**src/rtl/pipe_skid_stage.sv**
```systemverilog
// pipe_skid_stage: valid/ready pipeline stage with a 2-entry skid buffer, stall and flush.
// Define PIPE_SKID_STATS_EN to add the stall_cnt / flush_cnt statistics outputs.
module pipe_skid_stage #(
    parameter int DATA_W         = 70,
    parameter bit CLEAR_ON_FLUSH = 1'b1
) (
    input  logic              stg_clk,
    input  logic              reset_n,
    input  logic              stg_ena,
    input  logic              stg_x,
    input  logic              in_valid,
    input  logic [DATA_W-1:0] in_data,
    output logic              in_ready,
    output logic              out_valid,
    output logic [DATA_W-1:0] out_data,
    input  logic              out_ready,
    output logic [1:0]        occupancy
`ifdef PIPE_SKID_STATS_EN
    ,
    output logic [15:0]       stall_cnt,
    output logic [15:0]       flush_cnt
`endif
);
    logic              main_v, skid_v, main_v_n, skid_v_n;
    logic [DATA_W-1:0] main_d, skid_d, main_d_n, skid_d_n;
    logic              push, pop;
    always_ff @(posedge stg_clk or negedge reset_n) begin
        if (!reset_n) begin
            main_v <= 1'b0;
            skid_v <= 1'b0;
            main_d <= '0;
            skid_d <= '0;
        end else begin
            main_v <= main_v_n;
            skid_v <= skid_v_n;
            main_d <= main_d_n;
            skid_d <= skid_d_n;
        end
    end
    // push/pop already carry the stall and flush gating through in_ready/out_valid
    always_comb begin
        main_v_n = main_v;
        skid_v_n = skid_v;
        main_d_n = main_d;
        skid_d_n = skid_d;
        if (stg_x) begin
            main_v_n = 1'b0;
            skid_v_n = 1'b0;
            main_d_n = CLEAR_ON_FLUSH ? '0 : main_d;
            skid_d_n = CLEAR_ON_FLUSH ? '0 : skid_d;
        end else if (skid_v) begin
            if (pop) begin
                main_d_n = skid_d;
                skid_v_n = 1'b0;
            end
        end else if (main_v) begin
            if (push && pop) begin
                main_d_n = in_data;
            end else if (push) begin
                skid_v_n = 1'b1;
                skid_d_n = in_data;
            end else if (pop) begin
                main_v_n = 1'b0;
            end
        end else if (push) begin
            main_v_n = 1'b1;
            main_d_n = in_data;
        end
    end
    // reset_n gating keeps both handshakes low while reset is held
    always_comb begin
        in_ready  = reset_n & ~skid_v & stg_ena & ~stg_x;
        out_valid = reset_n & main_v & stg_ena & ~stg_x;
        out_data  = main_d;
        occupancy = {1'b0, main_v} + {1'b0, skid_v};
        push      = in_valid & in_ready;
        pop       = out_valid & out_ready;
    end
`ifdef PIPE_SKID_STATS_EN
    always_ff @(posedge stg_clk or negedge reset_n) begin
        if (!reset_n) begin
            stall_cnt <= '0;
            flush_cnt <= '0;
        end else begin
            if (out_valid && !out_ready && stall_cnt != 16'hFFFF)
                stall_cnt <= stall_cnt + 16'd1;
            if (stg_x && occupancy != 2'd0 && flush_cnt != 16'hFFFF)
                flush_cnt <= flush_cnt + 16'd1;
        end
    end
`endif
endmodule

```
**config.mk**
```make
export PLATFORM = sky130hd
export DESIGN_NAME = pipe_skid_stage
export DESIGN_NICKNAME = d
export VERILOG_FILES = /design/src/rtl/pipe_skid_stage.sv
export SDC_FILE = /design/constraint.sdc
export NUM_CORES = 1
export LEC_CHECK = 0
export ABC_CLOCK_PERIOD_IN_PS = 4300
export CORE_MARGIN = 10
export CORE_UTILIZATION = 57
export DETAILED_ROUTE_END_ITERATION = 7
export GPL_TIMING_DRIVEN = 0
export PLACE_DENSITY = 0.87
export SLEW_MARGIN = 40
export SYNTH_ARGS = -nofsm -noshare
export SYNTH_HDL_FRONTEND = slang
export SYNTH_SLANG_ARGS = --single-unit
```
**constraint.sdc**
```tcl
create_clock -name stg_clk -period 4.3 [get_ports stg_clk]
set_clock_uncertainty 0.15 [all_clocks]
set_input_delay 0.86 -clock stg_clk [delete_from_list [all_inputs] [get_ports stg_clk]]
set_output_delay 0.86 -clock stg_clk [all_outputs]
set_load 0.005 [all_outputs]
```
==> results of run 1 <==
path summary, 6_finish.rpt:
kind                             from      endpoint  slack [ns]  cells past startpoint
min reg2reg                skid_d[12]    skid_d[12]        0.39                      2
min in group stg_clk       skid_d[12]    skid_d[12]        0.39                      2
max                           reset_n      in_ready        0.70                      5
max reg2reg                    skid_v  out_data[30]        2.25                      6
min                           reset_n  out_data[10]        0.26                      1
max in group asynchronous     reset_n  out_data[46]        3.00                      2
layout make-up:
class	count	area (um^2)	area share
Multi-Input combinational cell	504	3860	0.388
Sequential cell	142	3550	0.357
Timing Repair Buffer	149	1510	0.152
Clock buffer	26	489	0.0491
Buffer	56	308	0.0309
Tap cell	176	220	0.0221
Clock inverter	2	10.0	0.00100
Inverter	1	3.75	0.000377
routing by layer:
metal  GRT usage  vias to the layer above  wire (um)
met5           0                        -          0
met4      0.0734                        0        368
met3      0.0683                       30       1320
met2       0.371                      159       9800
met1       0.251                     2801       8160
li1            -                     2651          -
through the flow:
stage / hold WS [ns] / cells / setup WS [ns]
finish: 0.257 / 1056 / 0.702
global route: 0.294 / 1056 / 0.502
global placement: 0.376 / 1027 / -4.19
detailed placement: 0.382 / 1028 / 0.638
floorplan: 0.364 / 703 / 1.72
CTS: 0.287 / 1056 / 0.644
logic make-up (layout without fill, tap and decap cells):
| group | Yosys count | in the layout | synth area share |
|---|---|---|---|
| simple gates | 287 | 287 | 0.209 |
| buf+inv | 57 | 234 | 0.0403 |
| compound gates | 5 | 5 | 0.00437 |
| fa+ha+maj | 1 | 1 | 0.00162 |
| mux | 211 | 211 | 0.285 |
| flops | 142 | 142 | 0.460 |
flip-flops by register name (all words and copies together), names as in the netlist:
| register | count |
|---|---|
| main_v | 1 |
| out_data | 70 |
| skid_d | 70 |
| skid_v | 1 |
power breakdown:
| group | internal [mW] | leakage, nW | switching (mW) |
|---|---|---|---|
| clock | 0.768 | 0.246 | 0.521 |
| combinational | 0.191 | 2.05 | 0.167 |
| sequential | 1.36 | 1.97 | 0.0142 |
| total | 2.32 | 4.26 | 0.702 |
synth_stat cells, drive strengths merged:
library cell | count | area share
buf | 27 | 0.026
nand2 | 1 | 0.00049
a211oi | 1 | 0.00097
a21oi | 2 | 0.0013
clkbuf | 29 | 0.014
nand3 | 1 | 0.00065
nand4b | 1 | 0.0011
nor3 | 1 | 0.00065
o31ai | 1 | 0.00097
mux2 | 70 | 0.10
nor2 | 71 | 0.034
inv | 1 | 0.00049
and3 | 1 | 0.00081
mux2i | 141 | 0.18
nand2b | 140 | 0.11
a211o | 1 | 0.0011
nor2b | 70 | 0.057
nor4b | 1 | 0.0011
ha | 1 | 0.0016
dfrtp | 142 | 0.46
critical path, delay by kind of cell:
family,cells,cell delay [ns]
buf+inv,3,1.35
simple gates,2,0.35
==> metrics.txt, run 1 <==
outcome=finished, final reports clean; HP Class=primary input to async pin; GRT overflow=0; Finish-stage setup viols=0; count of yosys warnings during synthesis=0; largest voltage drop on the vdd net=0.224 mV; count of fill cells added during filler insertion=923; unrepaired setup endpoints after global routing=no; TritonCTS clock tree=done; leading cell types in the layout, fill and taps excluded=147 x clkdlybuf4s50_1, 142 x dfrtp_1, 141 x mux2i_1, 140 x nand2b_1, 71 x nor2_1; global router's overall resource usage=0.216; cells along the critical path=buf_8 -> buf_16 -> nand2_1 -> nor3_1 -> clkdlybuf4s50_1; Max FO, Critical Path=75; total vias in the final route=5641; final-stage net count=948; Max Clk Rate=278 MHz; number of global-route vias before repair=6291; number of slew-limit violations in the final report=0; Max-cap violations=0; effective utilization at floorplan=0.584; highest cell delay on the worst timing path=0.55 ns; Layout Utilization=0.752; final critical-path share of the clock period=0.837; fraction of final layout cells sized beyond drive strength 1=0.0591; # DRC=0; Placed Instance Area=9460 um^2; post-CTS clock slew at the launch and capture registers of the worst setup and hold paths=0.05 ns; total length of routed wires=19700 um; Std-Cell Core Area=13200 um^2; power per cell area=303 nW/um^2; slew margin rel.=0.610; critical path required time=3.29 ns; post-synthesis cell count=703; I/O pin count=150; DRT iter0 DRCs=349; die height=136 um; most common cell after layout, fill and taps aside=clkdlybuf4s50_1; post-synthesis area per instance=11.0 um^2; leakage=4.26 nW; Rows=42; number of antenna violations at the first check in global routing=0; Final GP Congestion=0.838; clock latency of the later-clocked register in the worst-skew pair=0.42 ns; first-pass GRT wire length=32100 um; diode insertion count for antenna repair=0; Worst Path Arrival=2.59 ns; count of final hold-check violations=0; count of hold-fix buffers inserted at cts=0; overall power consumption=3.02 mW; library cells used by synthesis=22; Setup Total Neg Slack=0 ns; H-tree levels=4; post-route antenna net violation count=0; startpoint kind of the worst setup timing path=primary input; share of synthesized area occupied by flip-flops and latches=0.460; pin count of the biggest net entering global routing=76; actual transition at the worst max-transition pin=0.585 ns; Clock Sinks=142; via density per instance=5.34; post-route cell area=9960 um^2; x dimension of the die=136 um; Critical Setup Path Class=primary input to output port; # Post-CTS Setup Buffers=0; Num CTS Buffers=17; Bufs on Longest Clock Path=2; number of nets in the synthesized netlist=780; crit end category=output port; post-route minimum period=3.60 ns; post-DR wirelength/cell=18.6 um; post-synthesis instance area=7730 um^2; CTS root buffer=clkbuf_16; cell with the biggest individual delay on the critical path=clkdlybuf4s50_1; synthesis-stage register bit count=142; count of buffers inserted at the top-level ports=148; layout overhead on the synthesized area=28.9%; DP HPWL=14400 um; Die Footprint=18600 um^2; detailed-routing iteration count for the pre-antenna-repair pass=4; post-cts gate resize count=0
(Power assumes the default switching activity.)
==> run 2, diff against run 1 <==
--- a/config.mk
+++ b/config.mk
@@ -5,12 +5,12 @@
 export SDC_FILE = /design/constraint.sdc
 export NUM_CORES = 1
 export LEC_CHECK = 0
-export ABC_CLOCK_PERIOD_IN_PS = 4300
+export ABC_CLOCK_PERIOD_IN_PS = 3320
 export CORE_MARGIN = 10
-export CORE_UTILIZATION = 57
+export CORE_UTILIZATION = 53
 export DETAILED_ROUTE_END_ITERATION = 7
 export GPL_TIMING_DRIVEN = 0
-export PLACE_DENSITY = 0.87
+export PLACE_DENSITY = 0.81
 export SLEW_MARGIN = 40
 export SYNTH_ARGS = -nofsm -noshare
 export SYNTH_HDL_FRONTEND = slang
==> constraint.sdc (replaced) <==
create_clock -name stg_clk -period 3.32 [get_ports stg_clk]
set_clock_uncertainty 0.15 [all_clocks]
set_input_delay 0.664 -clock stg_clk [delete_from_list [all_inputs] [get_ports stg_clk]]
set_output_delay 0.664 -clock stg_clk [all_outputs]
set_load 0.005 [all_outputs]
==> run 2 against run 1 <==
  * Critical endpoint unchanged
  * Sequential share of layout area decreased by 0.74 points
  * Via count increased by 0.94%
  * Worst setup slack got worse by 0.58 ns
  * Sequential power increased by 29%
  * Register-to-register slack got worse by 1.0 ns
  * Worst hold slack improved by 0.14 ns
==> metrics.txt, run 2 (same netlist as run 1, synthesis figures left out) <==
outcome=finished, final reports clean; clock latency of the later-clocked register in the worst-skew pair=0.42 ns (about the same); Layout Utilization=0.705 (-0.0470); cell with the biggest individual delay on the critical path=dlygate4sd3_1; CTS root buffer=clkbuf_16; count of final hold-check violations=0 (unchanged); final setup margin=0.123 ns (-0.579 ns); first-pass GRT wire length=32600 um (+1.3%); Post-Place Worst Slack=0.305 ns (-0.333 ns); pin count of the biggest net entering global routing=52 (-32%); global router's overall resource usage=0.202 (-0.0146); sum of buffers and inverters on the critical path=3 (unchanged); Critical Setup Path Class=primary input to output port; number of antenna violations at the first check in global routing=0 (unchanged); HP Class=flip-flop to flip-flop; via density per instance=5.32 (-0.38%); GRT overflow=0 (unchanged); Finish-stage setup viols=0 (unchanged); largest voltage drop on the vdd net=0.317 mV (+42%); TritonCTS clock tree=done; Worst Path Arrival=2.38 ns (-0.21 ns); post-route antenna net violation count=0 (unchanged); slew margin rel.=0.587 (-0.0227); Max FO, Critical Path=46 (-39%); power per cell area=430 nW/um^2 (+42%); actual transition at the worst max-transition pin=0.619 ns (+0.0340 ns); number of global-route vias before repair=6201 (-1.4%); # DRC=0 (unchanged); Std-Cell Core Area=14400 um^2 (+8.9%); crit-path leading delay family=buffers and inverters; number of slew-limit violations in the final report=0 (unchanged); Max-cap violations=0 (unchanged); detailed-routing iteration count for the pre-antenna-repair pass=4 (unchanged); highest cell delay on the worst timing path=0.58 ns (+0.03 ns); Max Clk Rate=313 MHz; Rows=44 (+4.8%); number of cells traversed by the worst register-to-register path=6 (unchanged); post-route minimum period=3.20 ns; effective utilization at floorplan=0.536 (-0.0478); # Post-CTS Setup Buffers=0 (unchanged); total area of sequential cells=3550 um^2 (unchanged); cell depth of the worst setup path=5 (unchanged); number of cells in the finished layout apart from fillers=1070 (+1.3%); fraction of final layout cells sized beyond drive strength 1=0.0700 (+0.0109); total vias in the final route=5694 (+0.94%); unrepaired setup endpoints after global routing=no; count of buffers inserted at the top-level ports=148 (unchanged); final-stage net count=950 (+0.21%); Clock Sinks=142 (unchanged); most common cell after layout, fill and taps aside=clkdlybuf4s50_1; diode insertion count for antenna repair=0 (unchanged); count of fill cells added during filler insertion=1049 (+14%); leading cell types in the layout, fill and taps excluded=147 x clkdlybuf4s50_1, 142 x dfrtp_1, 141 x mux2i_1, 140 x nand2b_1, 71 x nor2_1; final critical-path share of the clock period=0.963; DP HPWL=14200 um (-1.5%); post-CTS clock slew at the launch and capture registers of the worst setup and hold paths=0.06 ns (about the same); CP Launch Point=reset_n; cells along the critical path=dlygate4sd3_1 -> buf_12 -> nand2_1 -> nor3_1 -> clkdlybuf4s50_1; r2r setup slk=1.24 ns (-1.01 ns); Bufs on Longest Clock Path=2 (unchanged); Final GP Congestion=0.787 (-6.0%); area occupied by multi-input gates=3860 um^2 (unchanged); H-tree levels=4 (unchanged); overall power consumption=4.37 mW (+45%); Num CTS Buffers=17 (unchanged); total length of routed wires=19900 um (+1.0%); DRT iter0 DRCs=331 (-5.2%); die height=141 um (+3.2%); I/O pin count=150 (unchanged); x dimension of the die=141 um (+3.2%); Post-Route Hold Slack=0.395 ns (+0.138 ns); Critical Path End=in_ready; crit end category=output port; destination of the worst register-to-register timing path=out_data[64]; leakage=4.36 nW (+2.2%); critical path required time=2.51 ns (-0.78 ns); number of placed instances with taps included=1037 (+0.88%); Worst R2R Start=skid_v; post-DR wirelength/cell=18.6 um (-0.30%); Die Footprint=19800 um^2 (+6.4%); startpoint kind of the worst setup timing path=primary input; layout overhead on the synthesized area=31.6%
run 2: cell types whose count changed in the layout (fill, tap and decap cells not counted):
cell           delta
buf_12            +1
buf_16            +1
buf_8             -1
bufinv_16         +5
clkbuf_1          -5
clkinv_2          +2
clkinv_4          +1
clkinvlp_4        +1
dlygate4sd3_1     +1
run 2: worst register-to-register path, stage by stage, from the launching register on:
cell     delay (ns)
dfrtp_1        0.35
buf_2          0.15
buf_2          0.30
buf_2          0.38
mux2i_1        0.26
nor2_1         0.07
mux2_1         0.30
run 2: layout make-up:
| cell class | count | share of cell area |
|---|---|---|
| multi-input cells | 504 | 0.380 |
| flip-flops and latches | 142 | 0.349 |
| repair buffers | 151 | 0.153 |
| clock buffers | 21 | 0.0462 |
| plain buffers | 56 | 0.0303 |
| well taps | 184 | 0.0226 |
| clock inverters | 11 | 0.0183 |
| inverters | 1 | 0.000369 |
run 2: worst min path at each step:
| stage | from | to | slack (ns) | cells after the start |
|---|---|---|---|---|
| 3_3_place_gp | skid_d[32] | skid_d[32] | 0.38 | 2 |
| 4_1_cts | skid_d[52] | skid_d[52] | 0.40 | 2 |
| 5_1_grt | skid_d[39] | skid_d[39] | 0.41 | 2 |
| 2_1_floorplan | reset_n | main_v | 0.22 | 0 |
| 6_report | skid_d[52] | skid_d[52] | 0.39 | 2 |
| 3_5_place_dp | skid_d[9] | skid_d[9] | 0.39 | 2 |
run 2: per-stage QoR:
step | area (um^2) | setup TNS (ns)
final | 10200 | 0
after CTS | 10200 | 0
after global routing | 10200 | 0
after global placement | 9440 | -1246.68
after floorplan | 7730 | 0
after detailed placement | 9500 | 0
run 2: per-layer routing:
layer | global-route usage | vias up | wire length (um)
li1 | - | 2654 | -
met5 | 0 | - | 0
met1 | 0.253 | 2860 | 8820
met4 | 0.0625 | 0 | 265
met2 | 0.333 | 157 | 9660
met3 | 0.0537 | 23 | 1100
run 2: repair_timing:
item | 4_1_cts | 5_1_grt
hold buffers | 1 | 0
hold endpoints to repair | 41 | 0
resized for setup | 0 | 1
endpoints found under the setup margin | 0 | 1
run 2: power breakdown:
part | switching, mW | leakage (nW) | internal (mW) | total (mW)
Clock | 0.731 | 0.323 | 1.39 | 2.12
Sequential | 0.0187 | 1.97 | 1.76 | 1.78
Combinational | 0.216 | 2.07 | 0.252 | 0.469
Total | 0.966 | 4.36 | 3.41 | 4.37
==> run 3, diff against run 2 <==
--- a/config.mk
+++ b/config.mk
@@ -5,12 +5,13 @@
 export SDC_FILE = /design/constraint.sdc
 export NUM_CORES = 1
 export LEC_CHECK = 0
-export ABC_CLOCK_PERIOD_IN_PS = 3320
+export ABC_CLOCK_PERIOD_IN_PS = 3900
 export CORE_MARGIN = 10
-export CORE_UTILIZATION = 53
+export CORE_UTILIZATION = 57
 export DETAILED_ROUTE_END_ITERATION = 7
+export GPL_ROUTABILITY_DRIVEN = 0
 export GPL_TIMING_DRIVEN = 0
-export PLACE_DENSITY = 0.81
+export PLACE_DENSITY = 0.87
 export SLEW_MARGIN = 40
 export SYNTH_ARGS = -nofsm -noshare
 export SYNTH_HDL_FRONTEND = slang
==> constraint.sdc (replaced) <==
create_clock -name stg_clk -period 3.9 [get_ports stg_clk]
set_clock_uncertainty 0.15 [all_clocks]
set_input_delay 0.78 -clock stg_clk [delete_from_list [all_inputs] [get_ports stg_clk]]
set_output_delay 0.78 -clock stg_clk [all_outputs]
set_load 0.005 [all_outputs]
==> results of run 3 <==
Same layout as run 1 (identical final DEF). Status: finished, final reports clean.
Among the figures that moved: setup slack after placement 0.638 ns -> 0.398 ns; setup slack after layout 0.702 ns -> 0.462 ns; hold slack 0.257 ns -> 0.177 ns; register-to-register setup slack 2.25 ns -> 1.85 ns; total power 3.02 mW -> 3.33 mW; worst IR drop on VDD 0.224 mV -> 0.247 mV
